`src/rtl/cpu_pkg.sv`:
```
// Shared types for the RV32I multi-cycle core: controller states, opcodes,
// datapath mux selects and the decoded instruction class.
package cpu_pkg;

  typedef enum logic [2:0] {
    FETCH, DECODE, EXEC, MEM, WB, TRAP
  } state_t;

  localparam logic [6:0] OP_R_ALU  = 7'b0110011;
  localparam logic [6:0] OP_I_ALU  = 7'b0010011;
  localparam logic [6:0] OP_LOAD   = 7'b0000011;
  localparam logic [6:0] OP_STORE  = 7'b0100011;
  localparam logic [6:0] OP_BRANCH = 7'b1100011;
  localparam logic [6:0] OP_JAL    = 7'b1101111;
  localparam logic [6:0] OP_LUI    = 7'b0110111;

  typedef enum logic [1:0] {
    PC_PLUS4  = 2'd0,
    PC_BRANCH = 2'd1,
    PC_JAL    = 2'd2
  } pc_src_t;

  typedef enum logic [1:0] {
    WB_ALU  = 2'd0,
    WB_MEM  = 2'd1,
    WB_LINK = 2'd2,
    WB_UIMM = 2'd3
  } wb_sel_t;

  typedef enum logic [1:0] {
    ALU_ADD   = 2'd0,
    ALU_SUB   = 2'd1,
    ALU_FUNCT = 2'd2
  } alu_op_t;

  typedef enum logic [1:0] {
    CAUSE_NONE    = 2'd0,
    CAUSE_ILLEGAL = 2'd1,
    CAUSE_TIMEOUT = 2'd2
  } trap_cause_t;

  typedef enum logic [2:0] {
    CLS_NONE, CLS_R_ALU, CLS_I_ALU, CLS_LOAD, CLS_STORE, CLS_BRANCH, CLS_JAL, CLS_LUI
  } inst_class_t;

endpackage

```
`src/rtl/multicycle_control_if.sv`:
```
// Controller <-> datapath bundle: instruction/status inputs to the controller
// and the enables and mux selects it drives back.
interface multicycle_control_if;
  import cpu_pkg::*;

  logic [31:0] ir;
  logic        alu_zero;
  logic        mem_ready;

  logic        pc_write;
  pc_src_t     pc_src;
  logic        ir_write;
  logic        reg_write;
  wb_sel_t     wb_sel;
  logic        alu_src_b;
  alu_op_t     alu_op;
  logic        mem_read;
  logic        mem_write;
  logic        retire;
  logic        trap;
  trap_cause_t trap_cause;

  modport master (
    input  ir, alu_zero, mem_ready,
    output pc_write, pc_src, ir_write, reg_write, wb_sel, alu_src_b, alu_op,
           mem_read, mem_write, retire, trap, trap_cause
  );

  modport slave (
    output ir, alu_zero, mem_ready,
    input  pc_write, pc_src, ir_write, reg_write, wb_sel, alu_src_b, alu_op,
           mem_read, mem_write, retire, trap, trap_cause
  );

endinterface

```
`src/rtl/rv32i_opcode_decode.sv`:
```
// Classifies an RV32I instruction word into the subset this core executes;
// anything outside that subset comes out as CLS_NONE / legal=0.
module rv32i_opcode_decode
  import cpu_pkg::*;
(
  input  logic [31:0] ir,
  output inst_class_t cls,
  output logic        legal
);

  logic [6:0] opcode;
  logic [2:0] funct3;
  logic [6:0] funct7;
  logic       unused_fields;

  assign opcode        = ir[6:0];
  assign funct3        = ir[14:12];
  assign funct7        = ir[31:25];
  assign unused_fields = ^{ir[24:15], ir[11:7]};

  always_comb begin
    // NOTE: default first so every path assigns cls and no latch is inferred.
    cls = CLS_NONE;
    case (opcode)
      OP_R_ALU: begin
        // Only SUB and SRA use the alternate funct7 encoding.
        if (funct7 == 7'b0000000 ||
            (funct7 == 7'b0100000 && (funct3 == 3'b000 || funct3 == 3'b101)))
          cls = CLS_R_ALU;
      end
      OP_I_ALU:  cls = CLS_I_ALU;
      OP_LOAD:   if (funct3 == 3'b010) cls = CLS_LOAD;
      OP_STORE:  if (funct3 == 3'b010) cls = CLS_STORE;
      OP_BRANCH: if (funct3 == 3'b000 || funct3 == 3'b001) cls = CLS_BRANCH;
      OP_JAL:    cls = CLS_JAL;
      OP_LUI:    cls = CLS_LUI;
      default:   cls = CLS_NONE;
    endcase
  end

  assign legal = (cls != CLS_NONE);

endmodule

```
`src/rtl/multicycle_control.sv`:
```
// Multi-cycle sequencer for the RV32I core: FETCH/DECODE/EXEC/MEM/WB with a
// bounded data-memory wait and a sticky TRAP state left only through rst.
module multicycle_control
  import cpu_pkg::*;
#(
  parameter int unsigned WAIT_LIMIT = 15
) (
  input  logic                  clk,
  input  logic                  rst,
  multicycle_control_if.master  bus
);

  localparam logic [7:0] LIMIT_M1 = 8'(WAIT_LIMIT - 1);

  state_t      state, next_state;
  trap_cause_t cause_q, next_cause;
  logic [7:0]  wait_cnt;
  inst_class_t cls;
  logic        legal;
  logic        br_taken;
  logic        at_limit;

  rv32i_opcode_decode u_decode (
    .ir    (bus.ir),
    .cls   (cls),
    .legal (legal)
  );

  // funct3[0] separates BNE from BEQ once the decoder has accepted the branch.
  assign br_taken = bus.ir[12] ? !bus.alu_zero : bus.alu_zero;
  assign at_limit = (wait_cnt == LIMIT_M1);

  always_ff @(posedge clk) begin
    // NOTE: non-blocking assignments so every register updates from pre-edge values.
    if (rst) begin
      state    <= FETCH;
      cause_q  <= CAUSE_NONE;
      wait_cnt <= '0;
    end else begin
      state   <= next_state;
      cause_q <= next_cause;
      // Held at zero outside MEM so each MEM entry starts a fresh wait.
      if (state == MEM && !bus.mem_ready) wait_cnt <= wait_cnt + 8'd1;
      else                                wait_cnt <= '0;
    end
  end

  always_comb begin
    next_state = state;
    next_cause = cause_q;
    case (state)
      FETCH:  next_state = DECODE;
      DECODE: begin
        if (legal) next_state = EXEC;
        else begin
          next_state = TRAP;
          next_cause = CAUSE_ILLEGAL;
        end
      end
      EXEC: begin
        case (cls)
          CLS_R_ALU, CLS_I_ALU, CLS_LUI: next_state = WB;
          CLS_LOAD, CLS_STORE:           next_state = MEM;
          default:                       next_state = FETCH;
        endcase
      end
      MEM: begin
        if (bus.mem_ready) next_state = (cls == CLS_LOAD) ? WB : FETCH;
        else if (at_limit) begin
          next_state = TRAP;
          next_cause = CAUSE_TIMEOUT;
        end
      end
      WB:      next_state = FETCH;
      TRAP:    next_state = TRAP;
      default: next_state = FETCH;
    endcase
  end

  // Outputs are forced low while rst is high, whatever state is still held.
  always_comb begin
    bus.pc_write   = 1'b0;
    bus.pc_src     = PC_PLUS4;
    bus.ir_write   = 1'b0;
    bus.reg_write  = 1'b0;
    bus.wb_sel     = WB_ALU;
    bus.alu_src_b  = 1'b0;
    bus.alu_op     = ALU_ADD;
    bus.mem_read   = 1'b0;
    bus.mem_write  = 1'b0;
    bus.retire     = 1'b0;
    bus.trap       = 1'b0;
    bus.trap_cause = CAUSE_NONE;
    if (!rst) begin
      case (state)
        FETCH: begin
          bus.ir_write = 1'b1;
          bus.pc_write = 1'b1;
        end
        EXEC: begin
          case (cls)
            CLS_R_ALU: bus.alu_op = ALU_FUNCT;
            CLS_I_ALU: begin
              bus.alu_op    = ALU_FUNCT;
              bus.alu_src_b = 1'b1;
            end
            CLS_LOAD, CLS_STORE: bus.alu_src_b = 1'b1;
            CLS_BRANCH: begin
              bus.alu_op = ALU_SUB;
              bus.retire = 1'b1;
              if (br_taken) begin
                bus.pc_write = 1'b1;
                bus.pc_src   = PC_BRANCH;
              end
            end
            CLS_JAL: begin
              bus.reg_write = 1'b1;
              bus.wb_sel    = WB_LINK;
              bus.pc_write  = 1'b1;
              bus.pc_src    = PC_JAL;
              bus.retire    = 1'b1;
            end
            default: ;
          endcase
        end
        MEM: begin
          bus.mem_read  = (cls == CLS_LOAD);
          bus.mem_write = (cls == CLS_STORE);
          bus.retire    = bus.mem_ready && (cls == CLS_STORE);
        end
        WB: begin
          bus.reg_write = 1'b1;
          bus.retire    = 1'b1;
          bus.wb_sel    = (cls == CLS_LOAD) ? WB_MEM :
                          (cls == CLS_LUI)  ? WB_UIMM : WB_ALU;
        end
        TRAP: begin
          bus.trap       = 1'b1;
          bus.trap_cause = cause_q;
        end
        default: ;
      endcase
    end
  end

endmodule

```
`src/flat_wrapper.sv`:
```
// flat-port wrapper written by rule: the top's interface ports become plain ports
module multicycle_control_flat import cpu_pkg::*;
#(
  parameter int unsigned WAIT_LIMIT = 15
)
  (clk, rst, bus_ir, bus_alu_zero, bus_mem_ready, bus_pc_write, bus_pc_src, bus_ir_write, bus_reg_write, bus_wb_sel, bus_alu_src_b, bus_alu_op, bus_mem_read, bus_mem_write, bus_retire, bus_trap, bus_trap_cause);
  multicycle_control_if bus_i ();
  input  logic clk;
  input  logic rst;
  input wire logic [$bits(bus_i.ir)-1:0] bus_ir;
  input wire logic [$bits(bus_i.alu_zero)-1:0] bus_alu_zero;
  input wire logic [$bits(bus_i.mem_ready)-1:0] bus_mem_ready;
  output wire logic [$bits(bus_i.pc_write)-1:0] bus_pc_write;
  output wire logic [$bits(bus_i.pc_src)-1:0] bus_pc_src;
  output wire logic [$bits(bus_i.ir_write)-1:0] bus_ir_write;
  output wire logic [$bits(bus_i.reg_write)-1:0] bus_reg_write;
  output wire logic [$bits(bus_i.wb_sel)-1:0] bus_wb_sel;
  output wire logic [$bits(bus_i.alu_src_b)-1:0] bus_alu_src_b;
  output wire logic [$bits(bus_i.alu_op)-1:0] bus_alu_op;
  output wire logic [$bits(bus_i.mem_read)-1:0] bus_mem_read;
  output wire logic [$bits(bus_i.mem_write)-1:0] bus_mem_write;
  output wire logic [$bits(bus_i.retire)-1:0] bus_retire;
  output wire logic [$bits(bus_i.trap)-1:0] bus_trap;
  output wire logic [$bits(bus_i.trap_cause)-1:0] bus_trap_cause;
  assign bus_i.ir = bus_ir;
  assign bus_i.alu_zero = bus_alu_zero;
  assign bus_i.mem_ready = bus_mem_ready;
  assign bus_pc_write = bus_i.pc_write;
  assign bus_pc_src = bus_i.pc_src;
  assign bus_ir_write = bus_i.ir_write;
  assign bus_reg_write = bus_i.reg_write;
  assign bus_wb_sel = bus_i.wb_sel;
  assign bus_alu_src_b = bus_i.alu_src_b;
  assign bus_alu_op = bus_i.alu_op;
  assign bus_mem_read = bus_i.mem_read;
  assign bus_mem_write = bus_i.mem_write;
  assign bus_retire = bus_i.retire;
  assign bus_trap = bus_i.trap;
  assign bus_trap_cause = bus_i.trap_cause;
  multicycle_control #(.WAIT_LIMIT(WAIT_LIMIT)) u_core (.clk(clk), .rst(rst), .bus(bus_i));
endmodule
```
`config.mk`:
```
export PLATFORM = sky130hd
export DESIGN_NAME = multicycle_control_flat
export DESIGN_NICKNAME = d
export VERILOG_FILES = /design/src/rtl/cpu_pkg.sv /design/src/rtl/multicycle_control_if.sv /design/src/rtl/rv32i_opcode_decode.sv /design/src/rtl/multicycle_control.sv /design/src/flat_wrapper.sv
export SDC_FILE = /design/constraint.sdc
export NUM_CORES = 1
export LEC_CHECK = 0
export CAP_MARGIN = 5
export CORE_UTILIZATION = 37
export DETAILED_ROUTE_END_ITERATION = 10
export PLACE_DENSITY = 0.72
export RECOVER_POWER = 100
export SLEW_MARGIN = 40
export SYNTH_ARGS = -nofsm -noshare
export SYNTH_HDL_FRONTEND = slang
export SYNTH_SLANG_ARGS = --single-unit
```
`constraint.sdc`:
```
create_clock -name clk -period 1.9 [get_ports clk]
set_clock_uncertainty 0.2 [all_clocks]
set_input_delay 0.19 -clock clk [delete_from_list [all_inputs] [get_ports clk]]
set_output_delay 0.19 -clock clk [all_outputs]
set_load 0.01 [all_outputs]
```
==> summary.md, run 1 <==
| Metric | Value |
|---|---|
| Seq/Total Area, Yosys | 23.3% |
| Layout cells sized above 1 | 59.1% |
| CTS clk-pin slew, worst paths | approximately 90 ps |
| Worst Hold Launch | u_core.cause_q[0]$_SDFFE_PP0P_ |
| Core region area | between 2000 and 3000 µm² |
| EDFF count, synth | 0 |
| Reg2reg end | u_core.state[2]$_SDFFE_PP0P_ |
| Vias in the first global route | 1418 |
| RSZ-0062 raised after global routing | yes |
| Inserted Clock Buffers | 3 |
| Leak Pwr | 0.904 nW |
| Detailed Route Iter0 Violations | 139 |
| Die ar. | 3240 µm² |
| CTS tree | built |
| Hold Crit Depth | 2 |
| Worst setup path endpoint | bus_wb_sel[1] |
| Maxcap violations | 0 |
| DRC | 8 |
| Nets@finish | 269 |
| Tmin final | 2390 ps |
| CTS Root Buffer Type | clkbuf_4 |
| Critical path class | flop to primary output |
| Multi-input logic area | 1040 µm² |
| First-pass GRT wire length | 6.76 mm |
| Flop2flop setup slack | 0 ps |
| Die X | 56.9 µm |
| Syn nets | 180 |
| Pre-CTS WS | -993 ps |
| Top post-synthesis cells by count | nor2_1, dfxtp_1, nand3_1 |
| Row cnt | 19 |
| WL per Instance | roughly 18 µm |
| HP Class | flop to flop |
| Final Core Density | 74.2% |
| Headroom to the max-slew limit | 76.1% |
| Setup violations, final | 10 |
| CP max FO | 2 |
| Asr flop ratio synth | 0% |
| Count leader, synth | nor2_1 |
| Worst slew pin tran | 356 ps |
| CP Launch Type | flop |
| Die H | 56.9 µm |
| CTS Buffer Depth | 2 |
| Clk_lat worst skew | 280 ps |
| Tcrit/Tclk final | 126% |
| Port Buffers | 36 |
| Num Clock Sinks | 13 |
| Count of cell types in the netlist | 58 |
| Routability congestion estimate | just under 0.9 |
| # IOs | 52 |
| Largest net degree at the start of global routing | 13 |
| Fillers | 188 |
| Post-Route WL | 4.73 mm |
| Fmax | 419 MHz |
| Worst Setup Slack, final | -488 ps |
| Mapped Area | 1120 µm² |
| Worst vdd ir | ~0.0006 V |
| GRT Util Overall | 26.6% |
| Starting Density | 39.8% |
| Worst Setup SP | u_core.state[2]$_SDFFE_PP0P_ |
| Ys Warns | 0 |
| CP required | 1510 ps |
| Worst Setup End Kind | primary output |
| Synth area leader | dfxtp_1 |
| Layout area overhead | 86.4% |
| Post-synth top flop | dfxtp_1 |
| Post-synth top area share | 23.3% |
| Final Hold Viols | 0 |
| Worst r2r path cells | 8 |
| Initial antenna violation count | 0 |
| Max-slew violation count | 0 |
| Vias/cell | 5.78 |
| Status | complete, but fails checks |
| Top post-synthesis cells by area | dfxtp_1, nor2_1, nand3_1 |
| Drt pass-1 iters | 8 |
| Synth Register Bits | 13 |
| Register Area | 264 µm² |
| R2r startpoint | u_core.state[2]$_SDFFE_PP0P_ |
| Failing checks | DRC, setup timing |
| Vias | 1509 |
| ANT nets after route | 0 |
| DP HPWL | 2.65 mm |
| Synthesized area per cell | 7.86 µm² |
| PD cells | 404 nW/µm² |
| Antenna diodes | 0 |
| Post-synthesis cell count | 142 |
| H-Tree Depth | 1 |
| Arr. time, crit path | 2000 ps |
| Grt total ovfl | 0 |
==> cell families (layout without fill, tap and decap cells) <==
logic type	count (synthesis)	after routing	synth area share, %
AOI/OAI and AO/OA	25	25	17.8
xor gates and xnor gates	8	8	6.28
adders and majority gates	2	2	2.24
buffers and inverters	9	97	5.83
DFF	13	13	23.3
muxes	1	1	0.897
and+or+nand+nor	84	84	43.6
==> final cells by class <==
| cell class | count | share of cell area (%) |
|---|---|---|
| timing repair buffer | 88 | 33.3 |
| clock inverter | 1 | 0.241 |
| multi-input combinational | 120 | 49.8 |
| sequential | 13 | 12.7 |
| clock buffer | 3 | 1.08 |
| inverter | 5 | 1.02 |
| tap | 31 | 1.86 |
==> metal layers <==
metal | vias up | part of all wire, % | GRT usage (%)
met4 | 0 | 4.0 | 5.92
met5 | - | 0 | 0
met1 | 714 | 39 | 31.5
li1 | 691 | - | -
met2 | 86 | 50 | 49.7
met3 | 18 | 6.5 | 4.61
==> critical path, cell delays in order (launching register included) <==
cell and delay (ps):
dfxtp_2 330, or4_4 560, nand2b_4 170, or3_4 410, inv_4 60, a21o_1 70, buf_2 120
==> registers in the layout, indices dropped and copies added, names as in the netlist <==
register         count
u_core.cause_q       2
u_core.wait_cnt      8
u_core.state         3
==> placed cells by master (no fill, tap or decap), types with 2 or more instances in the layout <==
cell type,instances
nand3_2,2
dlygate4sd2_1,4
a21oi_1,3
buf_2,19
nor3_2,3
clkbuf_4,3
a21oi_2,2
xor2_1,5
nor2b_1,2
nor4_2,3
nor3_4,2
nor2_4,2
nand2b_4,3
clkdlybuf4s50_1,4
or3_4,4
buf_4,43
dfxtp_1,10
buf_6,13
nand3_1,9
and2_4,2
xnor2_1,3
and2_1,2
nor2_1,20
a21oi_4,2
nand2_2,2
and3_4,3
dfxtp_2,3
inv_1,3
ha_1,2
nand2_1,7
==> where the power goes <==
part	switching, W	total (W)	internal [W]
Combinational	0.000173	0.000372	0.000199
Clock	0.0000969	0.000175	0.0000781
Sequential	0.00000798	0.000293	0.000285
==> how the worst min path moves through the flow <==
| stage | end | slack, ps |
|---|---|---|
| 2_1_floorplan | u_core.state[1]$_SDFFE_PP0P_ | 200 |
| 3_3_place_gp | u_core.wait_cnt[0]$_SDFF_PP0_ | 250 |
| 3_5_place_dp | u_core.cause_q[0]$_SDFFE_PP0P_ | 270 |
| 4_1_cts | u_core.cause_q[0]$_SDFFE_PP0P_ | 290 |
| 5_1_grt | u_core.cause_q[0]$_SDFFE_PP0P_ | 340 |
| 6_report | u_core.cause_q[0]$_SDFFE_PP0P_ | 290 |
==> repair_timing <==
item	CTS	global route
hold buffers	0	0
pin swaps	23	14
buffers inserted	13	7
gates resized for setup	148	27
endpoints found under the setup margin	21	18
hold endpoints to repair	0	0
==> stage by stage <==
step                      power, W  instance area [µm²]  instances  hold WS, ps  TNS (ps)
final                     0.000840                 2080        261          291     -2900
after global routing      0.000881                 2080        261          338     -3500
after CTS                 0.000761                 1960        256          292     -2850
after detailed placement  0.000556                 1730        239          272    -14460
after global placement    0.000549                 1730        239          253    -13650
after floorplan           0.000427                 1120        142          197     -79.8
No activity file was read; power rests on OpenSTA's default activity.
==> run 2: changes to the inputs <==
==> constraint.sdc (replaced) <==
create_clock -name clk -period 1.9 [get_ports clk]
set_clock_uncertainty 0.2 [all_clocks]
set_input_delay 0.285 -clock clk [delete_from_list [all_inputs] [get_ports clk]]
set_output_delay 0.285 -clock clk [all_outputs]
set_load 0.01 [all_outputs]
==> summary.md, run 2 (synthesis gave the netlist of run 1 again) <==
| Metric | Value |
|---|---|
| Total power | 0.000863 W (+2.8%) |
| Leak Pwr | 0.917 nW (+1.5%) |
| Sw Share | 32.2% (-0.86 points) |
| Comb power frac | 46.6% (+2.3 points) |
| CTS tree | built |
| Tmin final | 2450 ps (+58.5 ps) |
| Final Core Density | 76.4% (+2.2 points) |
| Clk_lat worst skew | 270 ps (about the same) |
| CTS Buffer Depth | 2 (unchanged) |
| # IOs | 52 (unchanged) |
| Grt total ovfl | 0 (unchanged) |
| Num Clock Sinks | 13 (unchanged) |
| CP Launch Type | flop |
| Detailed Route Iter0 Violations | 81 (-42%) |
| Antenna diodes | 0 (unchanged) |
| Flop2flop setup slack | -70 ps (-70 ps) |
| Core region area | 2810 µm² (unchanged) |
| Setup violations, final | 14 (+4) |
| Post-CTS Hold Fix Bufs | 0 (unchanged) |
| Tcrit/Tclk final | 129% (+3.1 points) |
| Port Buffers | 36 (unchanged) |
| DRC | 4 (-4) |
| Sum Neg Setup Slack | -3920 ps (-1020 ps) |
| RSZ-0062 raised after global routing | yes |
| Die H | 56.9 µm (unchanged) |
| WL per Instance | 16.3 µm (-9.9%) |
| Max-slew violation count | 0 (unchanged) |
| DP HPWL | 2.76 mm (+4.4%) |
| HP Class | flop to flop |
| Design area | 2140 µm² (+3.0%) |
| Maxcap violations | 0 (unchanged) |
| Biggest register | u_core.wait_cnt |
| Failing checks | DRC, setup timing |
| H-Tree Depth | 1 (unchanged) |
| Routability congestion estimate | 0.938 (+8.4%) |
| ANT nets after route | 0 (unchanged) |
| Area after DPL | 1730 µm² (about the same) |
| Layout cells sized above 1 | 61.7% (+2.6 points) |
| Row cnt | 19 (unchanged) |
| Initial antenna violation count | 0 (unchanged) |
| Arr. time, crit path | 1960 ps (-40 ps) |
| Headroom to the max-slew limit | 78.7% (+2.6 points) |
| Layout area overhead | 92.0% |
| Commonest non-fill, non-tap cell in the layout | buf_4 |
| Most frequent cells in the layout | buf_4, buf_6, buf_2, nor2_1 |
| Starting Density | 39.8% (unchanged) |
| Critical path class | flop to primary output |
| CTS Root Buffer Type | clkbuf_4 |
| Drt pass-1 iters | 7 (-1) |
| Largest net degree at the start of global routing | 13 (unchanged) |
| Fillers | 169 (-10%) |
| Worst slew pin tran | 318 ps (-37.5 ps) |
| CP required | 1410 ps (-100 ps) |
| CTS clk-pin slew, worst paths | 80 ps (about the same) |
| Vias | 1489 (-1.3%) |
| Clock share of power | 19.5% (-1.3 points) |
| Nets@finish | 269 (unchanged) |
| Worst vdd ir | 0.000497 V (-17%) |
| Switch Pwr | 0.000278 W (+0.14%) |
| Final Hold Viols | 0 (unchanged) |
| Fmax | 409 MHz (-2.4%) |
| GRT Util Overall | 25.9% (-0.72 points) |
| Biggest registers after layout | u_core.wait_cnt: 8 flops, u_core.state: 3 flops, u_core.cause_q: 2 flops |
| Seq pwr share | 33.9% (-1.0 points) |
| Die X | 56.9 µm (unchanged) |
| Inserted Clock Buffers | 3 (unchanged) |
| Int Power | 0.000585 W (+4.1%) |
| Status | complete, but fails checks |
| CP max FO | 2 (unchanged) |
| PD cells | 403 nW/µm² (-0.20%) |
| Worst Setup End Kind | primary output |
| Vias in the first global route | 1526 (+7.6%) |
| First-pass GRT wire length | 6.76 mm (+0.10%) |
| Worst Setup Slack, final | -547 ps (-58.5 ps) |
| Die ar. | 3240 µm² (unchanged) |
| Max reg flops | 8 (unchanged) |
| Post-Route WL | 4.26 mm (-9.9%) |
| Vias/cell | 5.70 (-1.3%) |
==> run 2: cell count changes in the layout (fill, tap and decap cells not counted), moves of 2 or more <==
cell	change
nand3_2	-2
nor2_2	+2
buf_4	-8
a21oi_2	+2
nor2_1	-2
buf_6	+9
==> run 2: per-layer routing <==
metal	track usage (%)	vias to the layer above	share of wire, %
li1	-	693	-
met4	6.27	0	1.2
met3	3.69	6	3.7
met1	29.0	744	42
met5	0	-	0
met2	50.8	46	53
==> run 2: what timing repair did <==
| action | CTS | global route |
|---|---|---|
| resized for setup | 175 | 34 |
| endpoints found under the setup margin | 21 | 20 |
| pin swaps | 30 | 16 |
| buffers inserted | 13 | 10 |
==> run 2: path summary, 6_finish.rpt <==
check,end,from,cells past startpoint
worst max-delay path,bus_wb_sel[1],u_core.state[1]$_SDFFE_PP0P_,7
worst min-delay path,u_core.wait_cnt[0]$_SDFF_PP0_,u_core.wait_cnt[0]$_SDFF_PP0_,1
worst max register to register,u_core.state[2]$_SDFFE_PP0P_,u_core.state[2]$_SDFFE_PP0P_,9
worst min register to register,u_core.wait_cnt[0]$_SDFF_PP0_,u_core.wait_cnt[0]$_SDFF_PP0_,1
==> run 2: per-stage QoR <==
stage / cells / hold slack (ps) / setup WS, ps
6_report: 261 / 288 / -547
5_1_grt: 261 / 328 / -611
4_1_cts: 254 / 300 / -558
3_5_place_dp: 239 / 282 / -1200
3_3_place_gp: 239 / 254 / -1170
2_1_floorplan: 142 / 241 / -203
==> run 2: final cells by class <==
type,count,area (µm²),area share [%]
Tap cell,31,38.8,1.81
Timing Repair Buffer,88,731,34.1
Clock buffer,4,26.3,1.23
Multi-Input combinational cell,120,1060,49.6
Inverter,5,21.3,0.992
Sequential cell,13,264,12.3
==> run 2: power groups by stage <==
stage          Combinational [W]  Sequential (W)  Clock [W]
2_1_floorplan           0.000132        0.000295          0
3_3_place_gp            0.000270        0.000294          0
3_5_place_dp            0.000278        0.000295          0
4_1_cts                 0.000350        0.000291   0.000170
5_1_grt                 0.000423        0.000293   0.000187
6_report                0.000402        0.000293   0.000168
==> run 2: worst max-delay path, stage by stage (launching register included) <==
cell and delay (ps):
dfxtp_2 340, inv_2 40, or4_4 510, nand2b_4 160
or3_4 400, inv_4 60, a21o_1 90, buf_6 100
==> run 3: changes to the inputs <==
--- a/config.mk
+++ b/config.mk
@@ -10,6 +10,7 @@
 export DETAILED_ROUTE_END_ITERATION = 10
 export PLACE_DENSITY = 0.72
 export RECOVER_POWER = 100
+export SETUP_SLACK_MARGIN = 0.1
 export SLEW_MARGIN = 40
 export SYNTH_ARGS = -nofsm -noshare
 export SYNTH_HDL_FRONTEND = slang
==> constraint.sdc (replaced) <==
create_clock -name clk -period 1.9 [get_ports clk]
set_clock_uncertainty 0.2 [all_clocks]
set_input_delay 0.285 -clock clk [delete_from_list [all_inputs] [get_ports clk]]
set_output_delay 0.285 -clock clk [all_outputs]
set_load 0.02 [all_outputs]
==> summary.md, run 3 (synthesis gave the netlist of run 1 again) <==
| Metric | Value |
|---|---|
| Worst Setup End Kind | primary output |
| Starting Density | 39.8% (unchanged) |
| WL per Instance | 21.2 µm (+30%) |
| Post-Route WL | 5.70 mm (+34%) |
| Most frequent cells in the layout | buf_4, buf_6, nor2_1, dfxtp_1, nand3_1 |
| Vias | 1575 (+5.8%) |
| Comb power frac | 53.6% (+7.0 points) |
| CTS tree | built |
| Maxcap violations | 0 (unchanged) |
| H-Tree Depth | 1 (unchanged) |
| DP HPWL | 2.85 mm (+3.0%) |
| Leak Pwr | 1.01 nW (+10%) |
| CP required | 1410 ps (about the same) |
| Inserted Clock Buffers | 3 (unchanged) |
| CTS Buffer Depth | 2 (unchanged) |
| Clk_lat worst skew | 280 ps (about the same) |
| Die X | 56.9 µm (unchanged) |
| Hold Crit Depth | 1 (unchanged) |
| Biggest registers after layout | u_core.wait_cnt: 8 flops, u_core.state: 3 flops, u_core.cause_q: 2 flops |
| Design area | 2400 µm² (+12%) |
| Routability congestion estimate | 0.822 (-12%) |
| DRC | 6 (+2) |
| HP Class | flop to flop |
| Placed cell count | 242 (+1.3%) |
| Area after DPL | 1790 µm² (+3.4%) |
| Max reg flops | 8 (unchanged) |
| Drt pass-1 iters | 7 (unchanged) |
| Critical path class | flop to primary output |
| Setup violations, final | 19 (+5) |
| Commonest non-fill, non-tap cell in the layout | buf_4 |
| Grt total ovfl | 0 (unchanged) |
| Die ar. | 3240 µm² (unchanged) |
| Max stage delay on crit path | 550 ps (+40 ps) |
| WP depth | 6 (-1) |
| # IOs | 52 (unchanged) |
| Clock share of power | 16.9% (-2.6 points) |
| Port Buffers | 36 (unchanged) |
| Final Hold Viols | 0 (unchanged) |
| Arr. time, crit path | 1980 ps (+20 ps) |
| Tcrit/Tclk final | 130% (+1.2 points) |
| CP max FO | 4 (+2) |
| Initial antenna violation count | 0 (unchanged) |
| Non-Filler Instances | 269 (+3.1%) |
| Layout cells sized above 1 | 66.0% (+4.2 points) |
| Cell Chain, Critical Path | or4_4 -> nand2b_4 -> buf_4 -> buf_6 -> nor4_4 -> buf_4 |
| Worst vdd ir | 0.000608 V (+22%) |
| Buf/Inv on CP | 3 (unchanged) |
| Post-CTS Hold Fix Bufs | 0 (unchanged) |
| ANT nets after route | 0 (unchanged) |
| Die H | 56.9 µm (unchanged) |
| Nets@finish | 277 (+3.0%) |
| Layout area overhead | 115% |
| CTS clk-pin slew, worst paths | 80 ps (about the same) |
| Worst slew pin tran | 451 ps (+132 ps) |
| Headroom to the max-slew limit | 69.7% (-9.0 points) |
| Slowest-stage cell, CP | or4_4 |
| Biggest register | u_core.wait_cnt |
| CP dominant cell by count | buf_4 |
| Vias/cell | 5.86 (+2.6%) |
| Sw Share | 34.6% (+2.4 points) |
| Worst r2r path cells | 11 (+2) |
| Largest net degree at the start of global routing | 13 (unchanged) |
| CP Launch Type | flop |
| Fmax | 405 MHz (-0.92%) |
| Fillers | 117 (-31%) |
| Max-slew violation count | 0 (unchanged) |
| RSZ-0062 raised after global routing | yes |
| GRT Util Overall | 29.0% (+3.1 points) |
| Worst Setup Slack, final | -569 ps (-22.7 ps) |
| Core region area | 2810 µm² (unchanged) |
| CTS Root Buffer Type | clkbuf_4 |
| Switch Pwr | 0.000348 W (+25%) |
| Detailed Route Iter0 Violations | 97 (+20%) |
| Row cnt | 19 (unchanged) |
| Int Power | 0.000656 W (+12%) |
| Status | complete, but fails checks |
| Seq pwr share | 29.4% (-4.5 points) |
| Vias in the first global route | 1565 (+2.6%) |
| Tmin final | 2470 ps (+22.7 ps) |
| Hold WS | 277 ps (-10.6 ps) |
| Antenna diodes | 0 (unchanged) |
| Num Clock Sinks | 13 (unchanged) |
| Failing checks | DRC, setup timing |
| First-pass GRT wire length | 7.33 mm (+8.5%) |
| Crit-path leading delay family | simple AND/OR/NAND/NOR gates |
| PD cells | 419 nW/µm² (+3.9%) |
## run 3: changes by cell type in the layout (fill, tap and decap cells not counted), sizes merged
| cell | before | now |
|---|---|---|
| buf | 80 | 89 |
| clkbuf | 5 | 4 |
| clkdlybuf4s50 | 3 | 6 |
| dlygate4sd2 | 4 | 1 |
## run 3: area by class of cell
cell class	count	area [µm²]	area share, %
clock buffer	4	26.3	1.10
timing repair buffer	96	900	37.5
inverter	5	21.3	0.887
sequential	13	264	11.0
tap	31	38.8	1.62
multi-input combinational	120	1150	47.9
## run 3: worst paths after layout
path	startpoint	end	slack [ps]
worst max-delay path	u_core.state[2]$_SDFFE_PP0P_	bus_pc_src[0]	-570
worst min-delay path	u_core.wait_cnt[0]$_SDFF_PP0_	u_core.wait_cnt[0]$_SDFF_PP0_	280
worst max register to register	u_core.state[0]$_SDFFE_PP0P_	u_core.state[2]$_SDFFE_PP0P_	-250
worst min register to register	u_core.wait_cnt[0]$_SDFF_PP0_	u_core.wait_cnt[0]$_SDFF_PP0_	280
## run 3: layer usage
| metal | part of all wire, % | wire length, µm | track usage [%] | vias up |
|---|---|---|---|---|
| li1 | - | - | - | 713 |
| met1 | 40 | 2270 | 34.6 | 753 |
| met2 | 49 | 2810 | 53.3 | 90 |
| met3 | 7.3 | 415 | 4.61 | 19 |
| met4 | 3.7 | 210 | 8.01 | 0 |
| met5 | 0 | 0 | 0 | - |
## run 3: what timing repair did
item,CTS,global route
buffers inserted,19,14
pin swaps,34,32
resized for setup,202,56
endpoints found under the setup margin,21,28
## run 3: power by group through the flow
stage | Clock [W] | Combinational, W | Sequential, W
after global placement | 0 | 0.000282 | 0.000294
after CTS | 0.000177 | 0.000427 | 0.000292
final | 0.000170 | 0.000538 | 0.000295
after floorplan | 0 | 0.000144 | 0.000295
after detailed placement | 0 | 0.000291 | 0.000295
after global routing | 0.000187 | 0.000553 | 0.000296
## run 3: per-stage QoR
stage	setup slack, ps	util, %	TNS (ps)	power, W
CTS	-527	76.6	-4660	0.000896
floorplan	-242	-	-1380	0.000439
global route	-603	85.5	-6230	0.00104
global placement	-1240	63.8	-18040	0.000576
finish	-569	85.5	-5540	0.00100
detailed placement	-1280	63.8	-18590	0.000586
